**src/rtl/ca_code_ctrl.sv**
```systemverilog
// ca_code_ctrl -- run/sequence controller for the GPS C/A code generator.
//
// Turns the board buttons into a PRN selection and run/stop control. It
// derives the 1.023 MHz chip strobe from clk with a fractional phase
// accumulator. It tracks the chip index inside the 1023-chip epoch and
// pulses gen_load whenever the G1/G2 registers must restart.
//
// Optional feature: define CA_EXT_SYNC_EN to synchronize ext_sync (BNC2).
// Its rising edge then re-aligns the epoch through RESYNC -> LOAD.
// Without the macro, ext_sync is ignored and RESYNC is unreachable.
//
// Ports
//   clk, rst                  system clock, synchronous active-high reset
//   btn_up/btn_down/btn_run   raw asynchronous buttons, active-high
//   ext_sync                  raw asynchronous external sync input
//   prn_sel[5:0]              PRN applied to the generator taps (1..32)
//   gen_load                  one-cycle reload pulse for G1/G2
//   chip_en                   one-cycle chip advance strobe
//   chip_idx[9:0]             index of the chip currently presented
//   epoch                     strobe that wraps chip_idx from 1022 to 0
//   running                   high in RUN
//   led[9:0]                  {epoch toggle, running, state, prn_sel}
module ca_code_ctrl #(
    parameter int CLK_HZ       = 12000000,
    parameter int CHIP_HZ      = 1023000,
    parameter int ACC_W        = 24,
    parameter int DEBOUNCE_CYC = 120000
) (
    input  logic       clk,
    input  logic       rst,
    input  logic       btn_up,
    input  logic       btn_down,
    input  logic       btn_run,
    input  logic       ext_sync,
    output logic [5:0] prn_sel,
    output logic       gen_load,
    output logic       chip_en,
    output logic [9:0] chip_idx,
    output logic       epoch,
    output logic       running,
    output logic [9:0] led
);

    typedef enum logic [1:0] {
        ST_IDLE   = 2'd0,
        ST_LOAD   = 2'd1,
        ST_RUN    = 2'd2,
        ST_RESYNC = 2'd3
    } state_t;

    // Phase increment, rounded to nearest: CHIP_HZ * 2^ACC_W / CLK_HZ.
    localparam logic [63:0] INC_WIDE =
        ((64'(CHIP_HZ) << ACC_W) + 64'(CLK_HZ / 2)) / 64'(CLK_HZ);
    localparam logic [ACC_W-1:0] INC      = INC_WIDE[ACC_W-1:0];
    localparam int               CNT_W    = $clog2(DEBOUNCE_CYC + 1);
    localparam logic [CNT_W-1:0] DB_LAST  = CNT_W'(DEBOUNCE_CYC - 1);
    localparam logic [9:0]       IDX_LAST = 10'd1022;

    // ---------------- button conditioning ----------------
    // Bit order everywhere: [0]=up, [1]=down, [2]=run.
    logic [2:0]       btn_raw_s;
    logic [2:0]       btn_meta_r;
    logic [2:0]       btn_sync_r;
    logic [2:0]       btn_db_r;
    logic [2:0]       btn_db_d_r;
    logic [2:0]       press_s;
    logic [CNT_W-1:0] db_cnt_r [3];

    assign btn_raw_s = {btn_run, btn_down, btn_up};

    // Two-stage synchronizer, per-button stability counter and debounced-level delay
    always_ff @(posedge clk) begin
        if (rst) begin
            btn_meta_r <= 3'b000;
            btn_sync_r <= 3'b000;
            btn_db_r   <= 3'b000;
            btn_db_d_r <= 3'b000;
            for (int i = 0; i < 3; i++) begin
                db_cnt_r[i] <= {CNT_W{1'b0}};
            end
        end else begin
            btn_meta_r <= btn_raw_s;
            btn_sync_r <= btn_meta_r;
            btn_db_d_r <= btn_db_r;
            for (int i = 0; i < 3; i++) begin
                // Accept the new level only after DEBOUNCE_CYC consecutive differing samples.
                if (btn_sync_r[i] != btn_db_r[i]) begin
                    if (db_cnt_r[i] == DB_LAST) begin
                        btn_db_r[i] <= btn_sync_r[i];
                        db_cnt_r[i] <= {CNT_W{1'b0}};
                    end else begin
                        db_cnt_r[i] <= db_cnt_r[i] + 1'b1;
                    end
                end else begin
                    db_cnt_r[i] <= {CNT_W{1'b0}};
                end
            end
        end
    end

    assign press_s = btn_db_r & ~btn_db_d_r;

    // ---------------- external sync ----------------
    logic ext_edge_s;

`ifdef CA_EXT_SYNC_EN
    logic ext_meta_r;
    logic ext_sync_r;
    logic ext_d_r;

    // Two-stage synchronizer plus one delay stage for rising-edge detection
    always_ff @(posedge clk) begin
        if (rst) begin
            ext_meta_r <= 1'b0;
            ext_sync_r <= 1'b0;
            ext_d_r    <= 1'b0;
        end else begin
            ext_meta_r <= ext_sync;
            ext_sync_r <= ext_meta_r;
            ext_d_r    <= ext_sync_r;
        end
    end

    assign ext_edge_s = ext_sync_r & ~ext_d_r;
`else
    logic ext_unused_s;
    assign ext_unused_s = ext_sync;
    assign ext_edge_s   = 1'b0;
`endif

    // ---------------- sequencer ----------------
    state_t           state_r, state_nx;
    logic [ACC_W-1:0] acc_r, acc_nx;
    logic [ACC_W:0]   sum_s, look_s;
    logic [9:0]       chip_idx_r, idx_nx;
    logic [5:0]       prn_sel_r, prn_nx;
    logic [5:0]       pend_r, pend_nx;
    logic             chip_en_r, chip_en_nx;
    logic             epoch_r, epoch_nx;
    logic             gen_load_r, running_r;
    logic             led_tog_r, tog_nx;

    // Next-state, accumulator, chip index and PRN edit logic
    always_comb begin
        sum_s    = {1'b0, acc_r} + {1'b0, INC};
        state_nx = state_r;
        acc_nx   = acc_r;
        idx_nx   = chip_idx_r;

        if (press_s[0] && !press_s[1]) begin
            pend_nx = (pend_r == 6'd32) ? 6'd1 : pend_r + 6'd1;
        end else if (press_s[1] && !press_s[0]) begin
            pend_nx = (pend_r == 6'd1) ? 6'd32 : pend_r - 6'd1;
        end else begin
            pend_nx = pend_r;
        end

        case (state_r)
            ST_IDLE: begin
                acc_nx = {ACC_W{1'b0}};
                if (press_s[2]) begin
                    state_nx = ST_LOAD;
                end else begin
                    state_nx = ST_IDLE;
                end
            end
            ST_LOAD: begin
                acc_nx   = {ACC_W{1'b0}};
                idx_nx   = 10'd0;
                state_nx = ST_RUN;
            end
            ST_RUN: begin
                acc_nx = sum_s[ACC_W-1:0];
                if (chip_en_r) begin
                    idx_nx = (chip_idx_r == IDX_LAST) ? 10'd0 : chip_idx_r + 10'd1;
                end else begin
                    idx_nx = chip_idx_r;
                end
                // Run press wins over sync, sync wins over a pending-PRN reload.
                if (press_s[2]) begin
                    state_nx = ST_IDLE;
                end else if (ext_edge_s) begin
                    state_nx = ST_RESYNC;
                end else if (epoch_r && (pend_r != prn_sel_r)) begin
                    state_nx = ST_LOAD;
                end else begin
                    state_nx = ST_RUN;
                end
            end
            ST_RESYNC: begin
                state_nx = ST_LOAD;
            end
            default: begin
                acc_nx   = {ACC_W{1'b0}};
                state_nx = ST_IDLE;
            end
        endcase

        // chip_en/epoch are registered one cycle ahead: each is the carry that
        // the accumulator will produce in the cycle it is presented.
        look_s     = {1'b0, acc_nx} + {1'b0, INC};
        chip_en_nx = (state_nx == ST_RUN) && look_s[ACC_W];
        epoch_nx   = chip_en_nx && (idx_nx == IDX_LAST);
        tog_nx     = led_tog_r ^ epoch_nx;

        if ((state_nx == ST_IDLE) || (state_nx == ST_LOAD)) begin
            prn_nx = pend_nx;
        end else begin
            prn_nx = prn_sel_r;
        end
    end

    // State and registered outputs
    always_ff @(posedge clk) begin
        if (rst) begin
            state_r    <= ST_IDLE;
            acc_r      <= {ACC_W{1'b0}};
            chip_idx_r <= 10'd0;
            prn_sel_r  <= 6'd1;
            pend_r     <= 6'd1;
            chip_en_r  <= 1'b0;
            epoch_r    <= 1'b0;
            gen_load_r <= 1'b0;
            running_r  <= 1'b0;
            led_tog_r  <= 1'b0;
        end else begin
            state_r    <= state_nx;
            acc_r      <= acc_nx;
            chip_idx_r <= idx_nx;
            prn_sel_r  <= prn_nx;
            pend_r     <= pend_nx;
            chip_en_r  <= chip_en_nx;
            epoch_r    <= epoch_nx;
            gen_load_r <= (state_nx == ST_LOAD);
            running_r  <= (state_nx == ST_RUN);
            led_tog_r  <= tog_nx;
        end
    end

    assign prn_sel  = prn_sel_r;
    assign gen_load = gen_load_r;
    assign chip_en  = chip_en_r;
    assign chip_idx = chip_idx_r;
    assign epoch    = epoch_r;
    assign running  = running_r;
    assign led      = {led_tog_r, running_r, state_r, prn_sel_r};

endmodule

```
**config.mk**
```make
export PLATFORM = sky130hd
export DESIGN_NAME = ca_code_ctrl
export DESIGN_NICKNAME = d
export VERILOG_FILES = /design/src/rtl/ca_code_ctrl.sv
export SDC_FILE = /design/constraint.sdc
export NUM_CORES = 1
export LEC_CHECK = 0
export ABC_AREA = 1
export CORE_MARGIN = 4
export CORE_UTILIZATION = 45
export DETAILED_ROUTE_END_ITERATION = 10
export HOLD_SLACK_MARGIN = 0.08
export SKIP_LAST_GASP = 1
export SYNTH_ARGS = -nofsm -noshare
export SYNTH_HDL_FRONTEND = slang
export SYNTH_SLANG_ARGS = --single-unit
```
**constraint.sdc**
```tcl
create_clock -name clk -period 2.1 [get_ports clk]
set_input_delay 0.525 -clock clk [delete_from_list [all_inputs] [get_ports clk]]
set_output_delay 0.525 -clock clk [all_outputs]
set_load 0.01 [all_outputs]
```
==> results of run 1 <==
==> state kept, by name (all words and copies together) (netlist names) <==
register / flops
led_tog_r: 1
gen_load: 1
state_r: 2
btn_db_d_r: 3
db_cnt_r: 51
btn_db_r: 3
chip_en: 1
btn_meta_r: 3
prn_sel: 6
running: 1
btn_sync_r: 3
chip_idx: 10
acc_r: 23
pend_r: 6
epoch: 1
==> worst max-delay path, cell delays in order (launching register included) <==
cell and delay [ps]:
sky130_fd_sc_hd__dfxtp_4 370, sky130_fd_sc_hd__inv_1 70, sky130_fd_sc_hd__ha_4 290, sky130_fd_sc_hd__nand2_1 80, sky130_fd_sc_hd__inv_2 90, sky130_fd_sc_hd__nand2_2 70, sky130_fd_sc_hd__nor2_2 170, sky130_fd_sc_hd__xor2_1 230
sky130_fd_sc_hd__nand3_1 100, sky130_fd_sc_hd__nor2_1 90, sky130_fd_sc_hd__nand2_1 70, sky130_fd_sc_hd__nor2_2 170, sky130_fd_sc_hd__nand3_1 100, sky130_fd_sc_hd__nand2_1 60, sky130_fd_sc_hd__inv_1 40, sky130_fd_sc_hd__nor2_1 80
==> metrics by stage <==
step	hold WS [ps]	instances	area (um2)
2_1_floorplan	388	899	6650
3_3_place_gp	393	1131	7440
4_1_cts	403	1165	8150
3_5_place_dp	396	1131	7440
6_report	401	1182	8580
5_1_grt	428	1182	8580
==> final timing paths <==
| check | cells after the start | start | end | slack (ps) |
|---|---|---|---|---|
| max reg2reg | 15 | state_r[1]$_SDFF_PP0_ | led_tog_r$_SDFF_PP0_ | -40 |
| min reg2reg | 2 | btn_meta_r[2]$_SDFF_PP0_ | btn_sync_r[2]$_SDFF_PP0_ | 400 |
| max | 15 | state_r[1]$_SDFF_PP0_ | led_tog_r$_SDFF_PP0_ | -40 |
| min | 2 | btn_meta_r[2]$_SDFF_PP0_ | btn_sync_r[2]$_SDFF_PP0_ | 400 |
==> layer usage <==
layer  vias to the layer above  routed length (um)  share of wire [%]  GRT usage [%]
met2                       107                6950                 47           29.4
met4                         0                 259                1.7           6.87
met5                         -                   0                  0              0
met1                      2647                7150                 48           24.2
li1                       3009                   -                  -              -
met3                        26                 514                3.5           3.83
==> timing repair <==
| action | in CTS | in global routing |
|---|---|---|
| setup endpoints to repair | 4 | 57 |
| gates resized for setup | 10 | 62 |
| buffers inserted | 2 | 17 |
| pin swaps | 2 | 22 |
| gates cloned | 0 | 2 |
==> power by group <==
part           total, W  switching [W]  internal (W)  leakage [nW]
registers       0.00243      0.0000401       0.00239          1.05
clock network   0.00319        0.00101       0.00218         0.320
logic          0.000188       0.000122     0.0000654          2.34
==> cell type report <==
cell class / count / area share [%]
multi-input combinational: 640 / 40.9
sequential: 115 / 32.9
timing repair buffer: 95 / 10.7
clock buffer: 21 / 5.48
inverter: 120 / 5.34
tap: 180 / 2.62
clock inverter: 11 / 2.10
==> cell usage in the layout, fill, tap and decap left out, types with 7 or more instances in the layout <==
cell	synthesis	routed
sky130_fd_sc_hd__a21oi_1	46	45
sky130_fd_sc_hd__buf_4	12	50
sky130_fd_sc_hd__clkbuf_16	0	19
sky130_fd_sc_hd__clkdlybuf4s50_1	0	33
sky130_fd_sc_hd__conb_1	1	51
sky130_fd_sc_hd__dfxtp_1	64	59
sky130_fd_sc_hd__edfxtp_1	51	51
sky130_fd_sc_hd__ha_1	13	8
sky130_fd_sc_hd__inv_1	107	104
sky130_fd_sc_hd__inv_2	12	14
sky130_fd_sc_hd__nand2_1	158	148
sky130_fd_sc_hd__nand2_2	10	19
sky130_fd_sc_hd__nand3_1	62	57
sky130_fd_sc_hd__nand3_2	5	7
sky130_fd_sc_hd__nand4_1	16	16
sky130_fd_sc_hd__nor2_1	131	124
sky130_fd_sc_hd__nor2_2	10	12
sky130_fd_sc_hd__nor2_4	4	9
sky130_fd_sc_hd__nor3_1	27	23
sky130_fd_sc_hd__nor3_2	8	8
sky130_fd_sc_hd__o21ai_0	27	26
sky130_fd_sc_hd__xor2_1	23	22
==> cell families (layout without fill, tap and decap cells) <==
kind of cell    count (synthesis)  after routing
flops                         115            115
other cells                     1             51
compound gates                 89             89
buf+inv                       144            247
fa+ha+maj                      13             13
xor+xnor                       26             26
simple gates                  461            461
==> summary.md, run 1 <==
| Metric | Value |
|---|---|
| Routed wirelength normalized by instance count | roughly 13 um |
| Synthesized-area fraction occupied by xor and xnor cells | 3.52% |
| DR vias/cell | around 4.9 |
| # diodes | 0 |
| Largest family of logic cells by synthesized area | simple AND/OR/NAND/NOR gates |
| Data required time at the worst endpoint | between 2000 and 2500 ps |
| Number of library cell types mapped by synthesis | between 40 and 50 |
| Power per unit of standard cell area | around 680 mW/mm2 |
| Drt pass-1 iters | 5 |
| Detailed Route Iter0 Violations | roughly 320 |
| Top-count cell post-synth | sky130_fd_sc_hd__nand2_1 |
| Fraction of layout instances using a drive strength above 1 | about a fifth |
| Die X-Extent | about 130 um |
| Hold buffers post-CTS | 0 |
| Share of synthesized cell area in full adder, half adder and majority cells | ~2.5% |
| Share of the synthesized area in compound gates (AO/OA/AOI/OAI) | 7.55% |
| Clock root cell | sky130_fd_sc_hd__clkbuf_16 |
| Violations in the final reports | setup timing |
| Clock latency at the later pin of the worst-skew pair | 410 ps |
| Simple-gate share of the synthesized area | 33.6% |
| Status | finished with violations |
| Highest attainable clock frequency | around 470 MHz |
| Die extent in y | roughly 130 um |
| Setup tns final | -37.2 ps |
| Wire length of the first global-routing pass | about 25 mm |
| Kind of start point of the critical path | flop |
| Std-Cell Rows | 43 |
| Maximum Capacitance Violations | 0 |
| Final Cycle Share | 102% |
| Worst ir drop on vdd | between 0.7 and 0.8 mV |
| Most area-hungry cell type in the Yosys netlist | sky130_fd_sc_hd__edfxtp_1 |
| Number of primary I/O pins | 36 |
| Synth Cell Area | 0.00646 mm2 |
| Ys async rst share | 0% |
| Post-synthesis instance total | 849 |
| Full die area | about 0.016 mm2 |
| Category of the worst setup path capture point | flop |
| Area taken by multi-input logic gates | approximately 0.0035 mm2 |
| Effective utilization at floorplan | a little under half |
| # nets final | around 1,000 |
| Number of sinks handled by clock tree synthesis | roughly 120 |
| Largest net degree at the start of global routing | 39 |
| TritonCTS clock tree | done |
| Residual DRC | 0 |
| Leading register cell type out of synthesis | sky130_fd_sc_hd__dfxtp_1 |
| # fillers | about 1,300 |
| Final core occ | just over 60% |
| Core footprint | between 0.01 and 0.015 mm2 |
| Synth cell count leaders | 158 x sky130_fd_sc_hd__nand2_1, 131 x sky130_fd_sc_hd__nor2_1, 107 x sky130_fd_sc_hd__inv_1 |
| Routability-driven placement congestion ratio | approximately 0.84 |
| Antenna viol nets, final | 0 |
| Critical setup path kind | flop to flop |
| Skew final | ~5.5 ps |
| Final setup violating endpoints | 1 |
| Min Tclk post-route | 2140 ps |
| Synth Register Bits | 115 |
| Sequential area share after synthesis | around 44% |
| Half-perimeter wire length after placement | between 10 and 15 mm |
| Hold Path Class | flop to flop |
| Sum of routed wire length over all layers | 14.9 mm |
| Synthesis warning total | 0 |
| Clock edge transition at the registers on the reported setup and hold paths | roughly 50 ps |
| Setup repair after global routing missed its margin | yes |
| CTS Buf Count | 17 |
| Worst setup timing slack at the placement stage | -221 ps |
| Total Routing Usage GR | between 10% and 20% |
| Total congestion overflow after global routing | 0 |
| Per-instance average area after synthesis | ~7.6 um2 |
| Tot Pwr | 0.00581 W |
| Number of antenna violations at the first check in global routing | 0 |
| Number of slew-limit violations in the final report | 0 |
| Mux share of post-synthesis cell area | 0% |
| Fraction of synthesized cell area taken by the top area cell type | between 20% and 30% |
| Critical Path AT | around 2500 ps |
| Top cells by area in the synthesized netlist | sky130_fd_sc_hd__edfxtp_1 24%, sky130_fd_sc_hd__dfxtp_1 20%, sky130_fd_sc_hd__nand2_1 9.2%, sky130_fd_sc_hd__nor2_1 7.6%, sky130_fd_sc_hd__inv_1 6.2% |
| Setup slack of the critical path after layout | -37.2 ps |
| Clock tree buffer depth | 2 |
| Port Buffers | 34 |
| Maximum fanout along the worst path | 4 |
| Area used by sequential logic in the layout | about 0.0028 mm2 |
| Leak pwr | between 3 and 4 nW |
| Number of hold violations in the final report | 0 |
| Count of H-tree levels built during CTS | 4 |
| Number of synthesized flops with an enable pin | 51 |
| Routed vias | 5,789 |
| Layout area overhead | 32.8% |
| Via count of the first global-routing pass | between 5,000 and 6,000 |
(Power assumes the default switching activity.)
==> run 2, diff against run 1 <==
- CORE_UTILIZATION: 45 -> 42
==> run 2 against run 1 <==
The run now ends clean. Highest routed layer unchanged. Wire length down 6.9%. Power shrank 2.4%. Design area decreased by 0.32%. Non-clock buffer count grew 3. Sequential share of layout area rose by 0.14 points. Count of clock-buffer cells in the layout rose by 5. Critical path type unchanged. First-iteration DRC count is the same. Largest power group unchanged.
==> summary.md, run 2 (same netlist as run 1, synthesis figures left out) <==
| Metric | Value |
|---|---|
| Status | finished, final reports clean |
| Routability-driven placement congestion ratio | approximately 0.81 |
| Clock root cell | sky130_fd_sc_hd__clkbuf_16 |
| Switching Share | about a fifth |
| Skew final | 15.1 ps |
| Internal power consumption | about 0.0045 W |
| Count of H-tree levels built during CTS | 4 |
| Detailed Route Iter0 Violations | about 320 |
| DR vias/cell | 4.72 |
| Core footprint | around 0.015 mm2 |
| Register with the most flip-flops | db_cnt_r |
| Via count of the first global-routing pass | roughly 5,000 |
| Hold Path Class | flop to flop |
| Fin area | between 0.008 and 0.009 mm2 |
| Layout area overhead | 32.4% |
| Switching power | 0.00116 W |
| Sequential share of power | a little over two fifths |
| CTS Buf Count | 17 |
| Category of the worst setup path capture point | flop |
| Worst ir drop on vdd | 0.586 mV |
| Flip-flop count of the largest register, all copies and words added | 51 |
| Maximum fanout along the worst path | 4 |
| CP Buf/Inv Count | 1 |
| # diodes | 0 |
| Top library cells by usage in the layout, fill and taps aside | 148 x sky130_fd_sc_hd__nand2_1, 123 x sky130_fd_sc_hd__nor2_1, 102 x sky130_fd_sc_hd__inv_1 |
| Number of antenna violations at the first check in global routing | 0 |
| Wire length of the first global-routing pass | about 23 mm |
| Area after DPL | 0.00750 mm2 |
| Number of sinks handled by clock tree synthesis | about 120 |
| TritonCTS clock tree | done |
| Clock tree buffer depth | 2 |
| Total congestion overflow after global routing | 0 |
| Final Cycle Share | around 100% |
| Data required time at the worst endpoint | ~2300 ps |
| Drt pass-1 iters | 4 |
| Number of primary I/O pins | 36 |
| Total Routing Usage GR | about 16% |
| Fraction of layout instances using a drive strength above 1 | between 20% and 30% |
| Antenna viol nets, final | 0 |
| Maximum Capacitance Violations | 0 |
| Power per unit of standard cell area | 662 mW/mm2 |
| Final setup violating endpoints | 0 |
| Die X-Extent | between 100 and 150 um |
| Worst stage delay on the critical path | 360 ps |
| Min Tclk post-route | ~2100 ps |
| Std-Cell Rows | 45 |
| Routed vias | between 5,000 and 6,000 |
| Number of hold violations in the final report | 0 |
| Effective utilization at floorplan | 42.7% |
| Dominant cell type by count on the critical path | sky130_fd_sc_hd__nor3_4 |
| Highest attainable clock frequency | around 480 MHz |
| Clock edge transition at the registers on the reported setup and hold paths | 60 ps |
| Clock share of power | between 50% and 60% |
| Routed wirelength normalized by instance count | 11.6 um |
| Sum of routed wire length over all layers | 13.8 mm |
| Clock latency at the later pin of the worst-skew pair | ~420 ps |
| Kind of cell with the highest combined delay on the critical path | simple AND/OR/NAND/NOR gates |
| Leading cell type in the layout, fill and taps excluded | sky130_fd_sc_hd__nand2_1 |
| Full die area | approximately 0.017 mm2 |
| Non-filler instance count after layout | around 1,200 |
| Largest net degree at the start of global routing | 20 |
| Port Buffers | 34 |
| Kind of start point of the critical path | flop |
| Half-perimeter wire length after placement | 10.0 mm |
| Number of slew-limit violations in the final report | 0 |
| Setup repair after global routing missed its margin | yes |
| Portion of total power attributed to combinational logic | between 3 and 4% |
| Die extent in y | approximately 130 um |
| Crit path cell chain | ha_2, nand2_2, nor3_4, inv_2, nor3_4, nand2_2, nor2_4, nand3_2, nor3_4, nand2_1, nor3b_2 |
| Critical Path AT | roughly 2300 ps |
| Cell count after placement | between 1,000 and 1,500 |
| Residual DRC | 0 |
| Critical setup path kind | flop to flop |
| # nets final | 1,011 |
| Leak pwr | 3.66 nW |
| Cell at the slowest stage of the critical path | sky130_fd_sc_hd__edfxtp_1 |
run 2: power by group through the flow:
stage	sequential [W]	clock (W)	combinational (W)
after floorplan	0.00246	0	0.000119
after global placement	0.00247	0	0.000169
after detailed placement	0.00247	0	0.000171
after CTS	0.00243	0.00312	0.000173
after global routing	0.00243	0.00321	0.000210
final	0.00242	0.00306	0.000181
run 2: tightest hold or removal path, cell delays in order (launching register included):
cell and delay (ps):
sky130_fd_sc_hd__dfxtp_1 290, sky130_fd_sc_hd__inv_1 40, sky130_fd_sc_hd__nor2_1 30
run 2: repair_timing:
action,CTS,global route
setup buffers,0,12
gates cloned,0,1
resized for setup,5,78
hold buffers,0,0
endpoints found under the setup margin,3,57
pin swaps,2,29
run 2: path summary, 6_finish.rpt:
check / from / slack [ps] / to / cells past startpoint
setup / recovery: db_cnt_r[2][1]$_SDFFCE_PP0P_ / 0.5 / db_cnt_r[2][14]$_SDFFCE_PP0P_ / 11
hold / removal: btn_meta_r[2]$_SDFF_PP0_ / 400 / btn_sync_r[2]$_SDFF_PP0_ / 2
setup reg to reg: db_cnt_r[2][1]$_SDFFCE_PP0P_ / 0.5 / db_cnt_r[2][14]$_SDFFCE_PP0P_ / 11
hold reg to reg: btn_meta_r[2]$_SDFF_PP0_ / 400 / btn_sync_r[2]$_SDFF_PP0_ / 2
run 2: through the flow:
stage	setup slack [ps]	power (W)	TNS [ps]	hold slack (ps)	util [%]
CTS	-6.63	0.00572	-6.63	402	53.9
floorplan	92.2	0.00258	0	388	-
finish	0.487	0.00566	0	402	56.5
global placement	-76.1	0.00264	-114	390	49.5
detailed placement	-107	0.00264	-132	395	49.5
global route	-196	0.00585	-760	423	56.5
run 2: area by class of cell:
cell class / count / area (um2)
Tap cell: 188 / 235
Clock inverter: 6 / 86.3
Sequential cell: 115 / 2830
Inverter: 120 / 458
Clock buffer: 26 / 553
Fill cell: 1369 / 6590
Multi-Input combinational cell: 640 / 3520
Timing Repair Buffer: 98 / 877
run 2: metal layers:
| metal | track usage (%) | share of wire, % | vias up |
|---|---|---|---|
| met5 | 0 | 0 | - |
| met3 | 3.78 | 3.6 | 11 |
| met2 | 23.8 | 45 | 88 |
| met1 | 22.2 | 50 | 2518 |
| li1 | - | - | 3009 |
| met4 | 6.94 | 1.2 | 0 |
